## src/rtl/ps2_pkg.sv

```systemverilog
// Shared PS/2 command/response byte values and the scheduler state encoding.
package ps2_pkg;

    localparam logic [7:0] CMD_RESET    = 8'hFF;
    localparam logic [7:0] CMD_ENABLE   = 8'hF4;
    localparam logic [7:0] CMD_DISABLE  = 8'hF5;
    localparam logic [7:0] CMD_SET_RATE = 8'hF3;
    localparam logic [7:0] CMD_SET_RES  = 8'hE8;

    localparam logic [7:0] RSP_ACK    = 8'hFA;
    localparam logic [7:0] RSP_RESEND = 8'hFE;
    localparam logic [7:0] RSP_ERROR  = 8'hFC;
    localparam logic [7:0] RSP_BAT_OK = 8'hAA;
    localparam logic [7:0] RSP_ID_STD = 8'h00;

    // TX_RST is zero so the debug port reads 0 straight out of reset.
    typedef enum logic [3:0] {
        TX_RST    = 4'd0,
        WAIT_RACK = 4'd1,
        WAIT_BAT  = 4'd2,
        WAIT_ID   = 4'd3,
        TX_EN     = 4'd4,
        WAIT_EACK = 4'd5,
        STREAM    = 4'd6,
        TX_CMD    = 4'd7,
        WAIT_CACK = 4'd8,
        TX_ARG    = 4'd9,
        WAIT_AACK = 4'd10,
        DONE      = 4'd11
    } ps2_state_t;

    function automatic logic is_tx_state(input ps2_state_t s);
        return (s == TX_RST) || (s == TX_EN) || (s == TX_CMD) || (s == TX_ARG);
    endfunction

    function automatic logic is_wait_state(input ps2_state_t s);
        return (s == WAIT_RACK) || (s == WAIT_BAT) || (s == WAIT_ID) ||
               (s == WAIT_EACK) || (s == WAIT_CACK) || (s == WAIT_AACK);
    endfunction

endpackage

```

## src/rtl/ps2_cmd_scheduler_if.sv

```systemverilog
// Bundle of PHY, host-command and stream signals around the PS/2 command scheduler.
interface ps2_cmd_scheduler_if;

    logic       phy_wr_en;
    logic [7:0] phy_din;
    logic [7:0] phy_dout;
    logic       phy_rx_done;
    logic       phy_tx_done;

    logic       cmd_req;
    logic [7:0] cmd_byte;
    logic       cmd_has_arg;
    logic [7:0] cmd_arg;
    logic       cmd_busy;
    logic       cmd_done;
    logic       cmd_err;

    logic [7:0] stream_byte;
    logic       stream_valid;
    logic       stream_resync;
    logic       init_done;
    logic [3:0] state_dbg;

    // master is the scheduler itself; slave is the PHY/host/assembler side.
    modport master (
        output phy_wr_en, phy_din,
        input  phy_dout, phy_rx_done, phy_tx_done,
        input  cmd_req, cmd_byte, cmd_has_arg, cmd_arg,
        output cmd_busy, cmd_done, cmd_err,
        output stream_byte, stream_valid, stream_resync, init_done, state_dbg
    );

    modport slave (
        input  phy_wr_en, phy_din,
        output phy_dout, phy_rx_done, phy_tx_done,
        output cmd_req, cmd_byte, cmd_has_arg, cmd_arg,
        input  cmd_busy, cmd_done, cmd_err,
        input  stream_byte, stream_valid, stream_resync, init_done, state_dbg
    );

endinterface

```

## src/rtl/ps2_timeout_timer.sv

```systemverilog
// Loadable down-counter shared by the ACK and BAT waits; clear restarts from the last load value.
module ps2_timeout_timer #(
    parameter int WIDTH = 32
) (
    input  logic             clk,
    input  logic             reset,
    input  logic             load,
    input  logic [WIDTH-1:0] load_value,
    input  logic             clear,
    input  logic             enable,
    output logic             expired
);

    logic [WIDTH-1:0] count;
    logic [WIDTH-1:0] reload;

    always_ff @(posedge clk or posedge reset) begin
        if (reset) begin
            count  <= '0;
            reload <= '0;
        end else if (load) begin
            count  <= load_value;
            reload <= load_value;
        end else if (clear) begin
            count <= reload;
        end else if (enable && (count != '0)) begin
            count <= count - 1'b1;
        end
    end

    assign expired = enable && !load && !clear && (count == '0);

endmodule

```

## src/rtl/ps2_cmd_scheduler.sv

```systemverilog
// Sequences the PS/2 PHY: power-up handshake, stream forwarding and host commands with retry.
module ps2_cmd_scheduler
    import ps2_pkg::*;
#(
    parameter int ACK_TIMEOUT = 750000,
    parameter int BAT_TIMEOUT = 40000000,
    parameter int MAX_RETRY   = 3
) (
    input  logic clk,
    input  logic reset,
    ps2_cmd_scheduler_if.master bus
);

    localparam logic [7:0] RETRY_LIMIT = 8'(MAX_RETRY);

    ps2_state_t  state;
    logic [7:0]  cmd_byte_q;
    logic [7:0]  cmd_arg_q;
    logic        has_arg_q;
    logic [7:0]  retry;

    logic        rx_ack;
    logic        rx_resend;
    logic        rx_error;
    logic        timer_load;
    logic [31:0] timer_value;
    logic        timer_expired;

    // BAT waits get the long timeout; every transmit rearms the ACK timeout.
    always_comb begin
        rx_ack      = bus.phy_rx_done && (bus.phy_dout == RSP_ACK);
        rx_resend   = bus.phy_rx_done && (bus.phy_dout == RSP_RESEND);
        rx_error    = bus.phy_rx_done && (bus.phy_dout == RSP_ERROR);
        timer_load  = 1'b0;
        timer_value = 32'(ACK_TIMEOUT);
        if (is_tx_state(state)) begin
            timer_load = 1'b1;
        end else if ((state == WAIT_RACK) && rx_ack) begin
            timer_load  = 1'b1;
            timer_value = 32'(BAT_TIMEOUT);
        end else if ((state == WAIT_BAT) && bus.phy_rx_done && (bus.phy_dout == RSP_BAT_OK)) begin
            timer_load  = 1'b1;
            timer_value = 32'(BAT_TIMEOUT);
        end
    end

    ps2_timeout_timer #(.WIDTH(32)) u_timer (
        .clk        (clk),
        .reset      (reset),
        .load       (timer_load),
        .load_value (timer_value),
        .clear      (bus.phy_tx_done),
        .enable     (is_wait_state(state)),
        .expired    (timer_expired)
    );

    assign bus.state_dbg = state;

    always_ff @(posedge clk or posedge reset) begin
        if (reset) begin
            state             <= TX_RST;
            retry             <= '0;
            cmd_byte_q        <= '0;
            cmd_arg_q         <= '0;
            has_arg_q         <= 1'b0;
            bus.phy_wr_en     <= 1'b0;
            bus.phy_din       <= '0;
            bus.cmd_busy      <= 1'b0;
            bus.cmd_done      <= 1'b0;
            bus.cmd_err       <= 1'b0;
            bus.stream_byte   <= '0;
            bus.stream_valid  <= 1'b0;
            bus.stream_resync <= 1'b0;
            bus.init_done     <= 1'b0;
        end else begin
            bus.phy_wr_en     <= 1'b0;
            bus.stream_valid  <= 1'b0;
            bus.stream_resync <= 1'b0;
            bus.cmd_done      <= 1'b0;
            bus.cmd_err       <= 1'b0;
            case (state)
                TX_RST: begin
                    bus.phy_wr_en <= 1'b1;
                    bus.phy_din   <= CMD_RESET;
                    bus.init_done <= 1'b0;
                    state         <= WAIT_RACK;
                end
                WAIT_RACK: begin
                    if (bus.phy_rx_done) state <= rx_ack ? WAIT_BAT : TX_RST;
                    else if (timer_expired) state <= TX_RST;
                end
                WAIT_BAT: begin
                    if (bus.phy_rx_done && (bus.phy_dout == RSP_BAT_OK)) state <= WAIT_ID;
                    else if (rx_error || timer_expired) state <= TX_RST;
                end
                WAIT_ID: begin
                    if (bus.phy_rx_done) state <= (bus.phy_dout == RSP_ID_STD) ? TX_EN : TX_RST;
                    else if (timer_expired) state <= TX_RST;
                end
                TX_EN: begin
                    bus.phy_wr_en <= 1'b1;
                    bus.phy_din   <= CMD_ENABLE;
                    state         <= WAIT_EACK;
                end
                WAIT_EACK: begin
                    if (rx_ack) begin
                        bus.stream_resync <= 1'b1;
                        bus.init_done     <= 1'b1;
                        state             <= STREAM;
                    end else if (bus.phy_rx_done || timer_expired) begin
                        state <= TX_RST;
                    end
                end
                // The done/err pulse is still visible while the requester drops cmd_req.
                STREAM: begin
                    if (bus.phy_rx_done) begin
                        bus.stream_valid <= 1'b1;
                        bus.stream_byte  <= bus.phy_dout;
                    end
                    if (bus.cmd_req && !bus.cmd_done && !bus.cmd_err) begin
                        cmd_byte_q   <= bus.cmd_byte;
                        cmd_arg_q    <= bus.cmd_arg;
                        has_arg_q    <= bus.cmd_has_arg;
                        retry        <= '0;
                        bus.cmd_busy <= 1'b1;
                        state        <= TX_CMD;
                    end
                end
                TX_CMD: begin
                    bus.phy_wr_en <= 1'b1;
                    bus.phy_din   <= cmd_byte_q;
                    state         <= WAIT_CACK;
                end
                TX_ARG: begin
                    bus.phy_wr_en <= 1'b1;
                    bus.phy_din   <= cmd_arg_q;
                    state         <= WAIT_AACK;
                end
                WAIT_CACK, WAIT_AACK: begin
                    if (rx_ack) begin
                        if ((state == WAIT_CACK) && has_arg_q) begin
                            retry <= '0;
                            state <= TX_ARG;
                        end else begin
                            state <= DONE;
                        end
                    end else if (rx_error || ((rx_resend || timer_expired) && (retry >= RETRY_LIMIT))) begin
                        bus.cmd_err       <= 1'b1;
                        bus.cmd_busy      <= 1'b0;
                        bus.stream_resync <= 1'b1;
                        state             <= STREAM;
                    end else if (rx_resend || timer_expired) begin
                        retry <= retry + 8'd1;
                        state <= (state == WAIT_CACK) ? TX_CMD : TX_ARG;
                    end
                end
                DONE: begin
                    bus.cmd_done      <= 1'b1;
                    bus.cmd_busy      <= 1'b0;
                    bus.stream_resync <= 1'b1;
                    state             <= STREAM;
                end
                default: state <= TX_RST;
            endcase
        end
    end

endmodule

```

## src/flat_wrapper.sv

```systemverilog
// flat-port wrapper written by rule: the top's interface ports become plain ports
module ps2_cmd_scheduler_flat import ps2_pkg::*;
#(
    parameter int ACK_TIMEOUT = 750000,
    parameter int BAT_TIMEOUT = 40000000,
    parameter int MAX_RETRY   = 3
)
  (clk, reset, bus_phy_wr_en, bus_phy_din, bus_phy_dout, bus_phy_rx_done, bus_phy_tx_done, bus_cmd_req, bus_cmd_byte, bus_cmd_has_arg, bus_cmd_arg, bus_cmd_busy, bus_cmd_done, bus_cmd_err, bus_stream_byte, bus_stream_valid, bus_stream_resync, bus_init_done, bus_state_dbg);
  ps2_cmd_scheduler_if bus_i ();
  input  logic clk;
  input  logic reset;
  output wire logic [$bits(bus_i.phy_wr_en)-1:0] bus_phy_wr_en;
  output wire logic [$bits(bus_i.phy_din)-1:0] bus_phy_din;
  input wire logic [$bits(bus_i.phy_dout)-1:0] bus_phy_dout;
  input wire logic [$bits(bus_i.phy_rx_done)-1:0] bus_phy_rx_done;
  input wire logic [$bits(bus_i.phy_tx_done)-1:0] bus_phy_tx_done;
  input wire logic [$bits(bus_i.cmd_req)-1:0] bus_cmd_req;
  input wire logic [$bits(bus_i.cmd_byte)-1:0] bus_cmd_byte;
  input wire logic [$bits(bus_i.cmd_has_arg)-1:0] bus_cmd_has_arg;
  input wire logic [$bits(bus_i.cmd_arg)-1:0] bus_cmd_arg;
  output wire logic [$bits(bus_i.cmd_busy)-1:0] bus_cmd_busy;
  output wire logic [$bits(bus_i.cmd_done)-1:0] bus_cmd_done;
  output wire logic [$bits(bus_i.cmd_err)-1:0] bus_cmd_err;
  output wire logic [$bits(bus_i.stream_byte)-1:0] bus_stream_byte;
  output wire logic [$bits(bus_i.stream_valid)-1:0] bus_stream_valid;
  output wire logic [$bits(bus_i.stream_resync)-1:0] bus_stream_resync;
  output wire logic [$bits(bus_i.init_done)-1:0] bus_init_done;
  output wire logic [$bits(bus_i.state_dbg)-1:0] bus_state_dbg;
  assign bus_phy_wr_en = bus_i.phy_wr_en;
  assign bus_phy_din = bus_i.phy_din;
  assign bus_i.phy_dout = bus_phy_dout;
  assign bus_i.phy_rx_done = bus_phy_rx_done;
  assign bus_i.phy_tx_done = bus_phy_tx_done;
  assign bus_i.cmd_req = bus_cmd_req;
  assign bus_i.cmd_byte = bus_cmd_byte;
  assign bus_i.cmd_has_arg = bus_cmd_has_arg;
  assign bus_i.cmd_arg = bus_cmd_arg;
  assign bus_cmd_busy = bus_i.cmd_busy;
  assign bus_cmd_done = bus_i.cmd_done;
  assign bus_cmd_err = bus_i.cmd_err;
  assign bus_stream_byte = bus_i.stream_byte;
  assign bus_stream_valid = bus_i.stream_valid;
  assign bus_stream_resync = bus_i.stream_resync;
  assign bus_init_done = bus_i.init_done;
  assign bus_state_dbg = bus_i.state_dbg;
  ps2_cmd_scheduler #(.ACK_TIMEOUT(ACK_TIMEOUT), .BAT_TIMEOUT(BAT_TIMEOUT), .MAX_RETRY(MAX_RETRY)) u_core (.clk(clk), .reset(reset), .bus(bus_i));
endmodule
```

## config.mk

```make
export PLATFORM = sky130hd
export DESIGN_NAME = ps2_cmd_scheduler_flat
export DESIGN_NICKNAME = d
export VERILOG_FILES = /design/src/rtl/ps2_pkg.sv /design/src/rtl/ps2_cmd_scheduler_if.sv /design/src/rtl/ps2_timeout_timer.sv /design/src/rtl/ps2_cmd_scheduler.sv /design/src/flat_wrapper.sv
export SDC_FILE = /design/constraint.sdc
export NUM_CORES = 1
export LEC_CHECK = 0
export ABC_AREA = 0
export BUFFER_PORTS_ARGS = -buffer_cell sky130_fd_sc_hd__buf_2
export CAP_MARGIN = 20
export CORE_AREA = 2 2 120 122
export CTS_CLUSTER_DIAMETER = 150
export DETAILED_ROUTE_END_ITERATION = 8
export DIE_AREA = 0 0 122 124
export MAX_ROUTING_LAYER = met4
export SYNTH_ARGS = -nofsm -noshare
export SYNTH_HDL_FRONTEND = slang
export SYNTH_SLANG_ARGS = --single-unit
```

## constraint.sdc

```tcl
create_clock -name clk -period 4.1 [get_ports clk]
set_input_delay 0.205 -clock clk [delete_from_list [all_inputs] [get_ports clk]]
set_output_delay 0.205 -clock clk [all_outputs]
set_load 0.01 [all_outputs]
```

Word level (Yosys, flattened, before mapping):

Cells that the tools add are included.

* bits in registers: 116
* input port bits: 30
* output and inout port bits: 27
* word-level logic and storage cells: 139

* add/sub/neg operators: 2
* magnitude comparators: 1
* eq/ne operators: 25
* muxes and demuxes: 47
* reduce and logical (&&, ||, !) cells: 48

Operators by type and width (number)
* 2-to-1 mux 32 bit: 5
* 2-to-1 mux 4 bit: 12
* case mux 4 bit (11 select lines): 1
* 2-to-1 mux 8 bit: 5
* equality test 8 bit, second input constant: 4
* zero test 32 bit: 1
* case mux 8 bit (4 select lines): 1
* nonzero test 32 bit: 1
* subtractor 32 x 1 -> 32 bit, second input constant: 1
* 2-to-1 mux 26 bit: 1
* equality test 4 x 3 -> 1 bit, second input constant: 4
* equality test 4 bit, second input constant: 4
* case mux 8 bit (2 select lines): 1
* logical AND 1 bit: 15
* 2-to-1 mux 1 bit: 15
* logical OR 1 bit: 12
* adder 8 x 1 -> 8 bit, second input constant: 1
* equality test 4 x 2 -> 1 bit, second input constant: 2
* >= comparator 8 x 2 -> 1 bit, second input constant: 1
* zero test 8 bit: 1
* AND reduction 4 bit: 2
* != test 2 x 1 -> 1 bit, second input constant: 3
* != test 3 x 2 -> 1 bit, second input constant: 2
* != test 3 bit, second input constant: 2
* other kinds (17): 26

Depth between registers and ports, before layout:

* word-level depth: 16
* gate-level depth with buffers: 11
* depth with buffers taken out: 9

Modules after synthesis:

A second synthesis with hierarchy kept.

* cell total of the unflattened synthesis: 630
* area, all modules: 6098.3 um^2

By module, submodules not included
* ps2_timeout_timer: instances 1, cells each 405, area each 3607.2 um^2, sequential area each 1601.5 um^2
* ps2_cmd_scheduler: instances 1, cells each 225, area each 2491.1 um^2, sequential area each 1301.2 um^2

Worst setup path before layout:

No wires, ideal clock.

* path type: register to register
* start: register u_core.state[0], in the netlist u_core.bus.state_dbg[0]
* end: register u_core.state[1], in the netlist u_core.bus.state_dbg[1]
* library setup time: 121 ps
* data arrival time: 2472 ps
* data required time: 3979 ps
* slack: 1507 ps
* stages on the path, launching flop included: 9
* buffers on the path: 1
* period minus slack after synthesis: 2593 ps
* cell sequence: dfrtp_1 > clkbuf_1 > nor4b_1 > o2111ai_2 > nand2_1 > and2b_2 > o221a_2 > or3_1 > a22o_1

* cells in the longest elaborated chain, start to end: 16
* elaborated cells on any way between the ends: 51
* those cells by class: eq/ne (15); mux (12); reduce/logical (24)

Ends and longest elaborated chain
* from (decl): line ps2_cmd_scheduler.sv:16 `ps2_state_t state;`
* from (signal assigned): line ps2_cmd_scheduler.sv:89 `if (bus.phy_rx_done) state <= rx_ack ? WAIT_BAT : TX_RST;`
* from (signal assigned): line ps2_cmd_scheduler.sv:97 `if (bus.phy_rx_done) state <= (bus.phy_dout == RSP_ID_STD) ? TX_EN : TX_RST;`
* from (signal assigned): line ps2_cmd_scheduler.sv:154 `state <= (state == WAIT_CACK) ? TX_CMD : TX_ARG;`
* equality test 4 x 2 -> 1 bit: line ps2_pkg.sv:37, ps2_cmd_scheduler.sv:41, ps2_cmd_scheduler.sv:81
* logical AND 1 bit (2 in a row): line ps2_cmd_scheduler.sv:41 `end else if ((state == WAIT_BAT) && bus.phy_rx_done && (bus.phy_dout == RSP_BAT_OK)) begin`
* 2-to-1 mux 1 bit: line ps2_cmd_scheduler.sv:41
* 2-to-1 mux 1 bit: line ps2_cmd_scheduler.sv:38 `end else if ((state == WAIT_RACK) && rx_ack) begin`
* 2-to-1 mux 1 bit: line ps2_cmd_scheduler.sv:36 `if (is_tx_state(state)) begin`
* zero test 1 bit: line ps2_timeout_timer.sv:31 `assign expired = enable && !load && !clear && (count == '0);`
* logical AND 1 bit (3 in a row): line ps2_timeout_timer.sv:31
* logical OR 1 bit: line ps2_cmd_scheduler.sv:147, ps2_cmd_scheduler.sv:152
* logical AND 1 bit: line ps2_cmd_scheduler.sv:147 `end else if (rx_error || ((rx_resend || timer_expired) && (retry >= RETRY_LIMIT))) begin`
* logical OR 1 bit: line ps2_cmd_scheduler.sv:147
* 2-to-1 mux 4 bit: line ps2_cmd_scheduler.sv:147
* 2-to-1 mux 4 bit: line ps2_cmd_scheduler.sv:140 `if (rx_ack) begin`
* case mux 4 bit (11 select lines): line ps2_cmd_scheduler.sv:81 `case (state)`

Parallel ways exist; a longest one is shown, timed or not. The select of a mux whose other input is x is not followed.
A chain may end at the register's enable or synchronous reset.

Worst setup path after layout:

* start: register u_core.u_timer.count[20]
* end: register u_core.u_timer.count[17]

* cells in the longest elaborated chain, start to end: 3

Ends and longest elaborated chain
* from (decl): line ps2_timeout_timer.sv:14 `logic [WIDTH-1:0] count;`
* from (signal assigned): line ps2_timeout_timer.sv:22 `count <= load_value;`
* from (signal assigned): line ps2_timeout_timer.sv:25 `count <= reload;`
* from (signal assigned): line ps2_timeout_timer.sv:27 `count <= count - 1'b1;`
* nonzero test 32 bit: line ps2_timeout_timer.sv:26 `end else if (enable && (count != '0)) begin`
* logical AND 1 bit: line ps2_timeout_timer.sv:26
* nonzero test 3 bit (no source line)

No other way between the ends.

==> flow_metrics.tcl <==
set metrics [dict create \
    outcome "finished, final reports clean" \
    tns_ps 0 \
    dp_cells 651 \
    dpl_worst_slack_ps 1010 \
    synth.yosys.seq_area_share 0.497 \
    cts_tree "done" \
    core_area_sq_mm 0.0137 \
    critical_path_class "register to register" \
    firstDrtPassIters 5 \
    fin_util 0.378 \
    ys_warn_count 0 \
    place_congestion 0.882 \
    die_area_sq_mm 0.0151 \
    antennaDiodeCount 0 \
    fin_hold_ws_ps 84.6 \
    synth_nets 462 \
    powerDensity_mw_per_mm2 467 \
    clk_pin_slew_worst_paths_ps 70 \
    hp-class "input pin to register" \
    synth_flop_cell "dfrtp_1" \
    cap_violations 0 \
    syn_area_sq_mm 0.00438 \
    antenna_found_initial 0 \
    io_pins 57 \
    root_buffer "clkbuf_16" \
    gr-usage-met2 0.241 \
    area.growth.synth_to_final_pct 18.5 \
    crit_arrival_ps 3410 \
    tightest_slew_ps 811 \
    synthesis.instances 429 \
    portBuffers 56 \
    grt_use_total 0.151 \
    grt_first_pass_wirelength_mm 17.4 \
    instances_no_fill 669 \
    drc 0 \
    setup_viol 0 \
    fmax_mhz 317 \
    worstSetupEndpointType "register" \
    timing.final.ws_setup_ps 945 \
    nNetsFinal 517 \
    clock-skew-final_ps 8.95 \
    gr-total-overflow 0 \
    leakage_uw 0.00238 \
    cts.sinks 87 \
    ir_worst_vdd_uv 190 \
    avgSynthCellArea_sq_um 10.2 \
    postCtsSetupBuffers 0 \
    min_period_over_period 0.769 \
    drv_slew 0 \
    grt_start_max_net_pins 58 \
    synth_edf_count 0 \
    drive_gt1_frac 0.237 \
    grtUsageMet3 0.0371 \
    initial_core_util 0.319 \
    vias 3518 \
    clk_latency_ps 350 \
    clockBufferDepth 2 \
    rrSetupSlack_ps 950 \
    die-height_um 124 \
    path_max_fanout 16 \
    chipWidth_um 122 \
    cts_buffers 9 \
    ant_nets 0 \
    num_rows 43 \
    dp_hpwl_mm 7.49 \
    met1_usage 0.187 \
    first_global_vias 3516 \
    period_needed_ps 3150 \
    worstSetupStartpointType "register" \
    routed_via_density 5.26 \
    ys_ff_latch 87 \
    timing.final.hold_violations 0 \
    slew_headroom 0.458 \
    drtIter0Drc 229 \
    crit_required_ps 4350 \
    h-tree-depth 3 \
    synth_cell_types 60 \
    grt_busiest_layer "met2" \
    wl_per_cell_um 15.7 \
    async_reset_ff_frac 1.00 \
    routed_wirelength_mm 10.5 \
    rsz0062_at_grt "no" \
]
## cell families after synthesis
kind of cell             Yosys count  share of synthesized area
AO/OA/AOI/OAI                     98                      0.159
XOR/XNOR                          19                     0.0380
adder cells (fa/ha/maj)            3                    0.00858
buffers and inverters             30                     0.0263
flip-flops                        87                      0.497
multiplexers                      26                     0.0666
AND/OR/NAND/NOR                  166                      0.204
## cells in the final DEF (no fill, tap or decap), types with 4 or more instances in the layout
master and instances:
buf_4 5, inv_1 10, nor3_1 11, inv_6 4, or4_1 5, o31ai_1 4
mux2_2 25, o21ai_0 16, nand2_1 27, xnor2_1 11, xor2_1 8, a31oi_1 12
nor2b_1 9, clkbuf_16 9, nor4_1 12, nand3_1 6, a22oi_1 5, dfrtp_1 87
o22a_1 13, or3_1 6, buf_2 56, a21oi_1 21, nand2b_1 5, nor2_1 55
## cell type report
type | count | area, sq um
fillers | 1401 | 8530
flip-flops and latches | 87 | 2180
multi-input cells | 312 | 2080
repair buffers | 63 | 348
clock buffers | 9 | 225
well taps | 180 | 225
clock inverters | 7 | 83.8
inverters | 11 | 42.5
## metal layers
layer	wire length, um	vias to the layer above
li1	-	1688
met5	0	-
met2	5080	88
met4	176	0
met1	4750	1728
met3	488	14
## power breakdown
| part | switching (uW) | leakage (uW) | internal [uW] |
|---|---|---|---|
| sequential | 82.9 | 0.00112 | 931 |
| clock | 366 | 0.000149 | 485 |
| combinational | 343 | 0.00111 | 211 |
## what timing repair did
action / CTS / global route
gates resized for setup: 0 / 0
hold endpoints to repair: 0 / 18
hold buffers: 0 / 1
## worst paths after layout
path                            cells after the start                                    end                             startpoint
min in group asynchronous                           3    u_core.u_timer.count[3]$_DFFE_PP0P_                                  reset
max in group asynchronous                           4            u_core.retry[1]$_DFFE_PP0P_                                  reset
worst min-delay path                                2        u_core.cmd_arg_q[4]$_DFFE_PP0P_                         bus_cmd_arg[4]
worst min register to register                      2  u_core.u_timer.reload[17]$_DFFE_PP0P_  u_core.u_timer.reload[17]$_DFFE_PP0P_
worst max-delay path                                8   u_core.u_timer.count[17]$_DFFE_PP0P_   u_core.u_timer.count[20]$_DFFE_PP0P_
worst max register to register                      8   u_core.u_timer.count[17]$_DFFE_PP0P_   u_core.u_timer.count[20]$_DFFE_PP0P_
## through the flow
| stage | cell area [sq um] | power (uW) |
|---|---|---|
| 3_3_place_gp | 4850 | 1570 |
| 5_1_grt | 5190 | 2560 |
| 6_report | 5190 | 2420 |
| 4_1_cts | 5160 | 2440 |
| 2_1_floorplan | 4380 | 1410 |
| 3_5_place_dp | 4850 | 1580 |
## cell usage after synthesis, types with 4 or more instances
master / number / area share
o22a_1: 13 / 0.026
or3_1: 6 / 0.0086
nor4_1: 12 / 0.017
dfrtp_1: 87 / 0.50
nand2_1: 27 / 0.023
inv_1: 11 / 0.0094
nor2b_1: 9 / 0.013
a22oi_1: 5 / 0.0086
xnor2_1: 11 / 0.022
a31oi_1: 12 / 0.017
xor2_1: 8 / 0.016
mux2_2: 25 / 0.064
nor2_1: 55 / 0.047
nor3_1: 11 / 0.013
or4_1: 5 / 0.0086
o21ai_0: 16 / 0.018
nand3_1: 6 / 0.0069
a21oi_1: 21 / 0.024
o31ai_1: 4 / 0.0069
clkbuf_1: 16 / 0.014
nand2b_1: 5 / 0.0071
## state kept, by name (all words and copies together) (netlist names)
signal and count:
u_core.u_timer.count 32, u_core.bus.phy_din 8, u_core.bus.stream_byte 8, u_core.cmd_arg_q 8
u_core.cmd_byte_q 8, u_core.retry 8, u_core.bus.state_dbg 4, u_core.u_timer.reload 3
u_core.bus.cmd_busy 1, u_core.bus.cmd_done 1, u_core.bus.cmd_err 1, u_core.bus.init_done 1
u_core.bus.phy_wr_en 1, u_core.bus.stream_resync 1, u_core.bus.stream_valid 1, u_core.has_arg_q 1
## worst max-delay path, cell delays in order (launching register included)
cell and delay, ps:
dfrtp_1 440, or4_4 580, or3_1 490, o31a_1 570
nor2_1 350, buf_4 240, nor4_1 80, xnor2_1 130
o21ai_0 190
Power figures use the tool's default switching activity.
